`src/rtl/uart_receiver_command_control_if.sv`:
```
// Signal bundle between the command receiver and its neighbours: serial input,
// received-byte strobes and the decoded command outputs.
interface uart_receiver_command_control_if;
    logic       RxD;
    logic [7:0] Rx_DATA;
    logic       Rx_VALID;
    logic       Rx_FERROR;
    logic       start_transmission;
    logic       stop_transmission;
    logic [3:0] refresh_rate;
    logic       cmd_error;

    modport master (
        input  RxD,
        output Rx_DATA, Rx_VALID, Rx_FERROR,
        output start_transmission, stop_transmission, refresh_rate, cmd_error
    );

    modport slave (
        output RxD,
        input  Rx_DATA, Rx_VALID, Rx_FERROR,
        input  start_transmission, stop_transmission, refresh_rate, cmd_error
    );
endinterface

```
`src/rtl/uart_receiver_command_control.sv`:
```
// Oversampled 8N1 receiver plus a small ASCII command parser (S<CR>, P<CR>, R<d><CR>)
// that drives the sensor printout start/stop pulses and the refresh-rate code.
module uart_receiver_command_control #(
    parameter logic [15:0] CLKS_PER_BIT    = 16'd868,
    parameter logic [3:0]  REFRESH_DEFAULT = 4'd1
) (
    input  logic clk,
    input  logic reset,
    uart_receiver_command_control_if.master bus
);
    typedef enum logic [2:0] {RX_IDLE, RX_START, RX_DATA, RX_STOP, RX_BREAK} rx_state_t;
    typedef enum logic [2:0] {P_IDLE, P_S, P_P, P_R, P_RD, P_ERR} p_state_t;

    localparam logic [15:0] HALF_BIT  = CLKS_PER_BIT >> 1;
    localparam logic [15:0] LAST_TICK = CLKS_PER_BIT - 16'd1;

    logic       rx_meta, rxs, rx_prev;
    rx_state_t  rx_state, rx_next;
    logic [15:0] baud_cnt;
    logic [2:0] bit_cnt;
    logic [7:0] shift_reg, rx_data_q;
    logic       rx_valid_q, rx_ferror_q;
    logic       half_tick, full_tick, counting, sample_bit, frame_ok, frame_bad;

    p_state_t   p_state, p_next;
    logic [3:0] pending_q, rate_q;
    logic       start_q, stop_q, err_q;
    logic       is_cr, is_digit, start_d, stop_d, err_d, load_pending, load_rate;

    // Synchroniser and edge history reset to the idle-high line level so reset
    // release never looks like a start bit.
    // NOTE: every clocked process uses <= so all flops see pre-edge values.
    always_ff @(posedge clk or posedge reset) begin
        if (reset) begin
            rx_meta <= 1'b1;
            rxs     <= 1'b1;
            rx_prev <= 1'b1;
        end else begin
            rx_meta <= bus.RxD;
            rxs     <= rx_meta;
            rx_prev <= rxs;
        end
    end

    always_ff @(posedge clk or posedge reset) begin
        if (reset) rx_state <= RX_IDLE;
        else       rx_state <= rx_next;
    end

    assign half_tick = (baud_cnt == HALF_BIT);
    assign full_tick = (baud_cnt == LAST_TICK);

    // NOTE: next-state defaults to the current state so no path infers a latch.
    always_comb begin
        rx_next = rx_state;
        unique case (rx_state)
            RX_IDLE:  if (rx_prev && !rxs)         rx_next = RX_START;
            RX_START: if (half_tick)               rx_next = rxs ? RX_IDLE : RX_DATA;
            RX_DATA:  if (full_tick && bit_cnt == 3'd7) rx_next = RX_STOP;
            RX_STOP:  if (full_tick)               rx_next = rxs ? RX_IDLE : RX_BREAK;
            RX_BREAK: if (rxs)                     rx_next = RX_IDLE;
            default:                               rx_next = RX_IDLE;
        endcase
    end

    always_comb begin
        counting   = (rx_state == RX_START) || (rx_state == RX_DATA) || (rx_state == RX_STOP);
        sample_bit = (rx_state == RX_DATA) && full_tick;
        frame_ok   = (rx_state == RX_STOP) && full_tick && rxs;
        frame_bad  = (rx_state == RX_STOP) && full_tick && !rxs;
    end

    always_ff @(posedge clk or posedge reset) begin
        if (reset) begin
            baud_cnt    <= '0;
            bit_cnt     <= '0;
            shift_reg   <= '0;
            rx_data_q   <= '0;
            rx_valid_q  <= 1'b0;
            rx_ferror_q <= 1'b0;
        end else begin
            rx_valid_q  <= frame_ok;
            rx_ferror_q <= frame_bad;
            if (!counting || rx_state != rx_next || full_tick) baud_cnt <= '0;
            else                                               baud_cnt <= baud_cnt + 16'd1;
            if (rx_state != RX_DATA)                bit_cnt <= '0;
            else if (sample_bit && bit_cnt != 3'd7) bit_cnt <= bit_cnt + 3'd1;
            if (sample_bit) shift_reg <= {rxs, shift_reg[7:1]};
            if (frame_ok)   rx_data_q <= shift_reg;
        end
    end

    // Parser: moves only on received-byte or framing-error strobes.
    assign is_cr    = (rx_data_q == 8'h0D);
    assign is_digit = (rx_data_q >= 8'h30) && (rx_data_q <= 8'h39);

    always_ff @(posedge clk or posedge reset) begin
        if (reset) p_state <= P_IDLE;
        else       p_state <= p_next;
    end

    always_comb begin
        p_next = p_state;
        if (rx_ferror_q) begin
            p_next = P_ERR;
        end else if (rx_valid_q) begin
            unique case (p_state)
                P_IDLE: begin
                    unique case (rx_data_q)
                        8'h53:        p_next = P_S;
                        8'h50:        p_next = P_P;
                        8'h52:        p_next = P_R;
                        8'h0A, 8'h0D: p_next = P_IDLE;
                        default:      p_next = P_ERR;
                    endcase
                end
                P_S, P_P: p_next = is_cr    ? P_IDLE : P_ERR;
                P_R:      p_next = is_digit ? P_RD   : P_ERR;
                P_RD:     p_next = is_cr    ? P_IDLE : P_ERR;
                P_ERR:    p_next = is_cr    ? P_IDLE : P_ERR;
                default:  p_next = P_IDLE;
            endcase
        end
    end

    // Errors are reported on entry to P_ERR only, so a noisy line yields one pulse.
    always_comb begin
        err_d        = (p_next == P_ERR) && (p_state != P_ERR);
        start_d      = rx_valid_q && (p_state == P_S)  && is_cr;
        stop_d       = rx_valid_q && (p_state == P_P)  && is_cr;
        load_pending = rx_valid_q && (p_state == P_R)  && is_digit;
        load_rate    = rx_valid_q && (p_state == P_RD) && is_cr;
    end

    always_ff @(posedge clk or posedge reset) begin
        if (reset) begin
            pending_q <= '0;
            rate_q    <= REFRESH_DEFAULT;
            start_q   <= 1'b0;
            stop_q    <= 1'b0;
            err_q     <= 1'b0;
        end else begin
            start_q <= start_d;
            stop_q  <= stop_d;
            err_q   <= err_d;
            // ASCII digits 0x30-0x39 carry their value in the low nibble.
            if (load_pending) pending_q <= rx_data_q[3:0];
            if (load_rate)    rate_q    <= pending_q;
        end
    end

    assign bus.Rx_DATA            = rx_data_q;
    assign bus.Rx_VALID           = rx_valid_q;
    assign bus.Rx_FERROR          = rx_ferror_q;
    assign bus.start_transmission = start_q;
    assign bus.stop_transmission  = stop_q;
    assign bus.refresh_rate       = rate_q;
    assign bus.cmd_error          = err_q;
endmodule

```
`src/flat_wrapper.sv`:
```
// flat-port wrapper written by rule: the top's interface ports become plain ports
module uart_receiver_command_control_flat 
#(
    parameter logic [15:0] CLKS_PER_BIT    = 16'd868,
    parameter logic [3:0]  REFRESH_DEFAULT = 4'd1
)
  (clk, reset, bus_RxD, bus_Rx_DATA, bus_Rx_VALID, bus_Rx_FERROR, bus_start_transmission, bus_stop_transmission, bus_refresh_rate, bus_cmd_error);
  uart_receiver_command_control_if bus_i ();
  input  logic clk;
  input  logic reset;
  input wire logic [$bits(bus_i.RxD)-1:0] bus_RxD;
  output wire logic [$bits(bus_i.Rx_DATA)-1:0] bus_Rx_DATA;
  output wire logic [$bits(bus_i.Rx_VALID)-1:0] bus_Rx_VALID;
  output wire logic [$bits(bus_i.Rx_FERROR)-1:0] bus_Rx_FERROR;
  output wire logic [$bits(bus_i.start_transmission)-1:0] bus_start_transmission;
  output wire logic [$bits(bus_i.stop_transmission)-1:0] bus_stop_transmission;
  output wire logic [$bits(bus_i.refresh_rate)-1:0] bus_refresh_rate;
  output wire logic [$bits(bus_i.cmd_error)-1:0] bus_cmd_error;
  assign bus_i.RxD = bus_RxD;
  assign bus_Rx_DATA = bus_i.Rx_DATA;
  assign bus_Rx_VALID = bus_i.Rx_VALID;
  assign bus_Rx_FERROR = bus_i.Rx_FERROR;
  assign bus_start_transmission = bus_i.start_transmission;
  assign bus_stop_transmission = bus_i.stop_transmission;
  assign bus_refresh_rate = bus_i.refresh_rate;
  assign bus_cmd_error = bus_i.cmd_error;
  uart_receiver_command_control #(.CLKS_PER_BIT(CLKS_PER_BIT), .REFRESH_DEFAULT(REFRESH_DEFAULT)) u_core (.clk(clk), .reset(reset), .bus(bus_i));
endmodule
```
`config.mk`:
```
export PLATFORM = sky130hd
export DESIGN_NAME = uart_receiver_command_control_flat
export DESIGN_NICKNAME = d
export VERILOG_FILES = /design/src/rtl/uart_receiver_command_control_if.sv /design/src/rtl/uart_receiver_command_control.sv /design/src/flat_wrapper.sv
export SDC_FILE = /design/constraint.sdc
export NUM_CORES = 1
export LEC_CHECK = 0
export ABC_AREA = 1
export BUFFER_PORTS_ARGS = -buffer_cell sky130_fd_sc_hd__buf_2
export CORE_MARGIN = 2
export CORE_UTILIZATION = 60
export DETAILED_ROUTE_END_ITERATION = 8
export PLACE_DENSITY = 0.79
export SLEW_MARGIN = 20
export SYNTH_ARGS = -nofsm -noshare
export SYNTH_HDL_FRONTEND = slang
export SYNTH_SLANG_ARGS = --single-unit
```
`constraint.sdc`:
```
create_clock -name clk -period 2.19 [get_ports clk]
set_input_delay 0.1095 -clock clk [delete_from_list [all_inputs] [get_ports clk]]
set_output_delay 0.1095 -clock clk [all_outputs]
set_load 0.005 [all_outputs]
```
==> results of run 1 <==
layer usage:
metal | wire length, um | global-route usage | vias to the layer above | share of wire
met1 | 2450 | 0.293 | 997 | 0.48
met4 | 75 | 0.0844 | 0 | 0.015
met2 | 2390 | 0.361 | 33 | 0.47
met5 | 0 | 0 | - | 0
met3 | 181 | 0.0875 | 8 | 0.036
li1 | - | - | 1068 | -
worst max-delay path: cells and delay by family, from the launching register on:
kind                       cells  cell delay [ns]
adders and majority gates      1             0.24
and+or+nand+nor                6             0.77
DFF                            1             0.40
AOI/OAI and AO/OA              1             0.06
buffers and inverters          1             0.15
through the flow:
stage	cells	utilization	instance area [um^2]
2_1_floorplan	315	-	2810
3_3_place_gp	385	0.664	2950
3_5_place_dp	385	0.664	2950
4_1_cts	403	0.725	3220
5_1_grt	403	0.725	3220
6_report	403	0.725	3220
cell usage after synthesis:
cell	number	area, um^2
a21o_1	1	7.51
a21oi_1	3	15.0
buf_6	2	22.5
buf_8	1	15.0
dfrtp_1	53	1330
dfstp_2	4	105
ha_1	4	50.1
inv_1	41	154
inv_2	4	15.0
mux2_2	6	67.6
nand2_1	63	236
nand2_2	4	25.0
nand2_4	2	22.5
nand3_1	18	90.1
nand3b_1	1	7.51
nand4_1	9	56.3
nand4_2	1	12.5
nor2_1	34	128
nor2_2	15	93.8
nor3_1	10	50.1
nor3_2	3	30.0
nor3_4	1	16.3
o21ai_0	10	50.1
o21ai_1	1	5.00
o21ai_2	15	131
xnor2_1	3	26.3
xor2_1	6	52.6
worst max path at each step:
stage                             startpoint                    end  slack (ns)
after global routing      u_core.baud_cnt[0]  u_core.bus.Rx_DATA[0]        0.24
after global placement    u_core.baud_cnt[0]  u_core.bus.Rx_DATA[0]        0.55
after CTS                 u_core.baud_cnt[0]  u_core.bus.Rx_DATA[0]        0.46
after floorplan           u_core.baud_cnt[0]     u_core.baud_cnt[5]        0.66
final                     u_core.baud_cnt[0]  u_core.bus.Rx_DATA[0]        0.48
after detailed placement  u_core.baud_cnt[0]  u_core.bus.Rx_DATA[0]        0.48
placed cells by master (no fill, tap or decap), drive strengths merged:
cell type | synthesis | routed
nand4 | 10 | 10
xnor2 | 3 | 3
dfstp | 4 | 4
a21o | 1 | 1
inv | 45 | 45
mux2 | 6 | 6
ha | 4 | 4
o21ai | 26 | 26
xor2 | 6 | 6
bufinv | 0 | 3
clkbuf | 0 | 12
nor3 | 14 | 14
nand3b | 1 | 1
dlygate4sd3 | 0 | 2
clkinv | 0 | 1
a21oi | 3 | 3
nand2 | 69 | 69
nand3 | 18 | 18
buf | 3 | 21
dfrtp | 53 | 53
nor2 | 49 | 49
layout make-up:
cell class	instances	area [um^2]	area share
inverter	45	169	0.0524
multi-input combinational	210	1170	0.364
timing repair buffer	23	130	0.0404
tap	52	65.1	0.0202
clock buffer	12	155	0.0481
clock inverter	4	98.8	0.0307
sequential	57	1430	0.444
logic make-up after synthesis:
logic type | synth area share
AO/OA/AOI/OAI | 0.0743
flip-flops | 0.509
XOR/XNOR | 0.0280
adder cells (fa/ha/maj) | 0.0178
multiplexers | 0.0240
AND/OR/NAND/NOR | 0.273
buffers and inverters | 0.0734
power by group through the flow:
stage	Combinational [W]	Sequential [W]	Clock (W)
floorplan	0.000185	0.00114	0
global placement	0.000204	0.00115	0
detailed placement	0.000210	0.00115	0
CTS	0.000214	0.00113	0.00126
global route	0.000240	0.00114	0.00130
finish	0.000210	0.00113	0.00124
timing repair:
item,4_1_cts,5_1_grt
hold buffers,2,0
setup endpoints to repair,0,0
gates resized for setup,0,0
hold endpoints to repair,10,0
==> flow_summary.json, run 1 <==
{
  "row_count": 24,
  "drc_errors": 0,
  "hold_ws_ns": 0.216,
  "timing.rr.start": "u_core.baud_cnt[0]",
  "endpoint_kind": "flop",
  "wirelength_um": 5100,
  "clock-root-buffer": "clkbuf_8",
  "gp_congestion": 0.855,
  "rsz0062_at_grt": "no",
  "grt_pass1_wl_um": 9140,
  "crit_chain": "ha_1, nand3_1, nor2_1, nand2_4, nor2_2, nand2_2, inv_1, nand2_1, o21ai_0",
  "pre_cts_ws_ns": 0.482,
  "reg2reg_depth": 9,
  "yosys_warnings": 0,
  "via_per_inst": 5.23,
  "postCtsSetupBuffers": 0,
  "grt_max_degree": 28,
  "vias": 2106,
  "power.leakage_nw": 1.60,
  "finalPower_w": 0.00258,
  "fp.dieW_um": 72.5,
  "cts-buffers-inserted": 9,
  "yosys.cell_types.count": 27,
  "path_class": "flop to flop",
  "drive_gt1_frac": 0.262,
  "p_per_area_nw_per_um2": 801,
  "grt_pass1_vias": 2093,
  "synth_fp_nets": 322,
  "hold_viol": 0,
  "cts.clk_slew.worst_paths_ns": 0.07,
  "coreArea_um2": 4440,
  "swShare": 0.231,
  "clk-insertion-delay-late_ns": 0.34,
  "nets": 353,
  "clockPowerShare": 0.481,
  "fin_crit_sh": 0.780,
  "p_comb_frac": 0.081,
  "worstMarginPinSlew_ns": 0.367,
  "antenna_found_initial": 0,
  "fin_crit_ns": 1.71,
  "cts_tree": "built",
  "worstPathMaxFanout": 15,
  "cts.sinks": 57,
  "postSynthAreaPerCell_um2": 8.93,
  "initial_core_util": 0.633,
  "power.share.sequential": 0.438,
  "fmax_ghz": 0.586,
  "finalSetupViolations": 0,
  "drv_slew": 0,
  "arrival_ns": 1.97,
  "required_ns": 2.45,
  "area_growth_pct": 14.6,
  "power.internal_w": 0.00199,
  "ff2ff_setup_slack_ns": 0.48,
  "clk_path_buf_depth": 2,
  "synth-seq-cells": 57,
  "max-cap-violations": 0,
  "hpwl_um": 3720,
  "setup_tns_ns": 0,
  "crit_path_start_kind": "flop",
  "grt_usage": 0.230,
  "n_fill_cell": 341,
  "seq_area_frac_synth": 0.509,
  "status": "completed",
  "ioPinCount": 20,
  "diodes": 0,
  "p_sw_w": 0.000595,
  "largest_reg_flops": 16,
  "reg2reg_to": "u_core.bus.Rx_DATA[0]",
  "ir_drop_v": 0.000673,
  "ant_nets": 0,
  "fin_worst_skew_ns": 0.00634,
  "cts_htree_levels": 3,
  "overflow": 0,
  "cp_slowest_cell": "dfrtp_1",
  "drt_iter0_markers": 91,
  "dr.pass1.iters": 4,
  "dieArea_um2": 5250,
  "io_buffers": 19,
  "synthCells": 315,
  "die_y_um": 72.5,
  "slew_headroom": 0.754,
  "min_path_type": "input pin to asynchronous set/reset pin",
  "fin_ws_ns": 0.482,
  "wl_per_cell_um": 12.6,
  "max_stage_delay_ns": 0.40,
  "synth_area_um2": 2810
}
Power figures use the tool's default switching activity.
==> run 2, diff against run 1 <==
Clock period 2.19 ns to 1.6 ns, I/O delays scaled along.
==> run 2 against run 1 <==
Against the previous run: the run now ends with negative setup slack left; non-clock buffer count is 37 higher; core utilization is 10 points higher; cell count is 9.4% higher; sequential share of layout area is 5.5 points lower; flip-flop and latch count stayed put; final area is 14% higher; routed wire length is 32% higher; power is 40% higher; critical endpoint is now u_core.baud_cnt[0]; largest cell class unchanged.
==> flow_summary.json, run 2 (synthesis gave the netlist of run 1 again) <==
{
  "status": "complete, but fails checks",
  "violations": "negative setup slack",
  "drc_errors": 0,
  "fp.dieW_um": 72.5,
  "grt_pass1_wl_um": 9910,
  "dr.pass1.iters": 5,
  "worstMarginPinSlew_ns": 0.443,
  "p_per_area_nw_per_um2": 984,
  "multi_input_area_um2": 1320,
  "overflow": 0,
  "via_per_inst": 5.50,
  "antenna_found_initial": 0,
  "min_path_type": "input pin to asynchronous set/reset pin",
  "clock-root-buffer": "clkbuf_8",
  "ir_drop_v": 0.000729,
  "cts_htree_levels": 3,
  "clk_path_buf_depth": 2,
  "diodes": 0,
  "row_count": 24,
  "grt_usage": 0.254,
  "crit_path_start_kind": "flop",
  "ioPinCount": 20,
  "cts.sinks": 57,
  "drt_iter0_markers": 193,
  "finalPower_w": 0.00362,
  "worstPathMaxFanout": 8,
  "placed_area_um2": 3140,
  "wl_per_cell_um": 15.2,
  "fin_ws_ns": -0.0824,
  "drive_gt1_frac": 0.396,
  "initial_core_util": 0.633,
  "fin_crit_sh": 1.05,
  "arrival_ns": 1.93,
  "nets": 391,
  "fin_crit_ns": 1.68,
  "wirelength_um": 6720,
  "io_buffers": 19,
  "fin_worst_skew_ns": 0.00580,
  "grt_pass1_vias": 2170,
  "required_ns": 1.84,
  "endpoint_kind": "flop",
  "ff_latch_area_um2": 1430,
  "cts_tree": "built",
  "largest_reg_flops": 16,
  "n_fill_cell": 251,
  "dieArea_um2": 5250,
  "power.leakage_nw": 1.83,
  "final_common_cell": "nand2_1",
  "path_class": "flop to flop",
  "hold_viol": 0,
  "finalSetupViolations": 23,
  "drv_slew": 0,
  "ant_nets": 0,
  "cts-buffers-inserted": 9,
  "area_growth_pct": 30.8,
  "die_y_um": 72.5,
  "rsz0062_at_grt": "yes",
  "max-cap-violations": 0,
  "gp_congestion": 0.856,
  "final_cell_mix": "nand2_1, dfrtp_1, inv_1, buf_4, nor2_1",
  "instances_no_fill": 441,
  "slew_headroom": 0.703,
  "coreArea_um2": 4440,
  "cts.clk_slew.worst_paths_ns": 0.07,
  "hold_ws_ns": 0.324,
  "clk-insertion-delay-late_ns": 0.35,
  "hpwl_um": 3900,
  "finalInstanceArea_um2": 3680,
  "fmax_ghz": 0.594,
  "vias": 2427,
  "dpl.cell_count": 407,
  "grt_max_degree": 58
}
[run 2: worst paths after layout]
check | start | cells after the start | slack [ns] | to
max reg2reg | u_core.baud_cnt[5] | 9 | -0.08 | u_core.baud_cnt[0]
max in group asynchronous | reset | 4 | 0.98 | u_core.rx_meta
min in group clk | u_core.rx_meta | 0 | 0.36 | u_core.rxs
min | reset | 4 | 0.32 | u_core.baud_cnt[12]
min reg2reg | u_core.rx_meta | 0 | 0.36 | u_core.rxs
max | u_core.baud_cnt[5] | 9 | -0.08 | u_core.baud_cnt[0]
[run 2: layout make-up]
type / instances / area share
clock buffers: 9 / 0.0337
clock inverters: 7 / 0.0279
inverters: 45 / 0.0466
multi-input cells: 211 / 0.358
flip-flops and latches: 57 / 0.389
well taps: 52 / 0.0177
repair buffers: 60 / 0.127
[run 2: report_power, final]
| group | internal, W | total, W | switching (W) |
|---|---|---|---|
| Sequential | 0.00149 | 0.00154 | 0.0000431 |
| Combinational | 0.000239 | 0.000543 | 0.000304 |
| Clock | 0.000891 | 0.00154 | 0.000649 |
[run 2: metrics by stage]
step	util	setup TNS (ns)	worst slack, ns
6_report	0.828	-1.01	-0.0824
5_1_grt	0.828	-3.43	-0.152
4_1_cts	0.784	0	0.000864
3_5_place_dp	0.706	-0.607	-0.0961
3_3_place_gp	0.706	0	0.0300
2_1_floorplan	-	0	0.0749
[run 2: routing by layer]
metal | global-route usage | wire [um]
met3 | 0.0486 | 288
met2 | 0.385 | 3290
met1 | 0.338 | 2920
met5 | 0 | 0
met4 | 0.158 | 223
[run 2: repair_timing]
item / CTS / global route
buffers inserted: 3 / 11
pin swaps: 4 / 11
cloned: 1 / 1
endpoints found under the setup margin: 24 / 35
hold buffers: 2 / 0
hold endpoints to repair: 54 / 0
resized for setup: 10 / 26
[run 2: critical path: stages (launching register included)]
cell	delay, ns
dfrtp_1	0.40
buf_4	0.14
buf_4	0.11
nand4_1	0.11
nor2_1	0.18
nand2_1	0.11
nand2_2	0.10
nand4_4	0.19
nand2_8	0.19
nor2_2	0.05
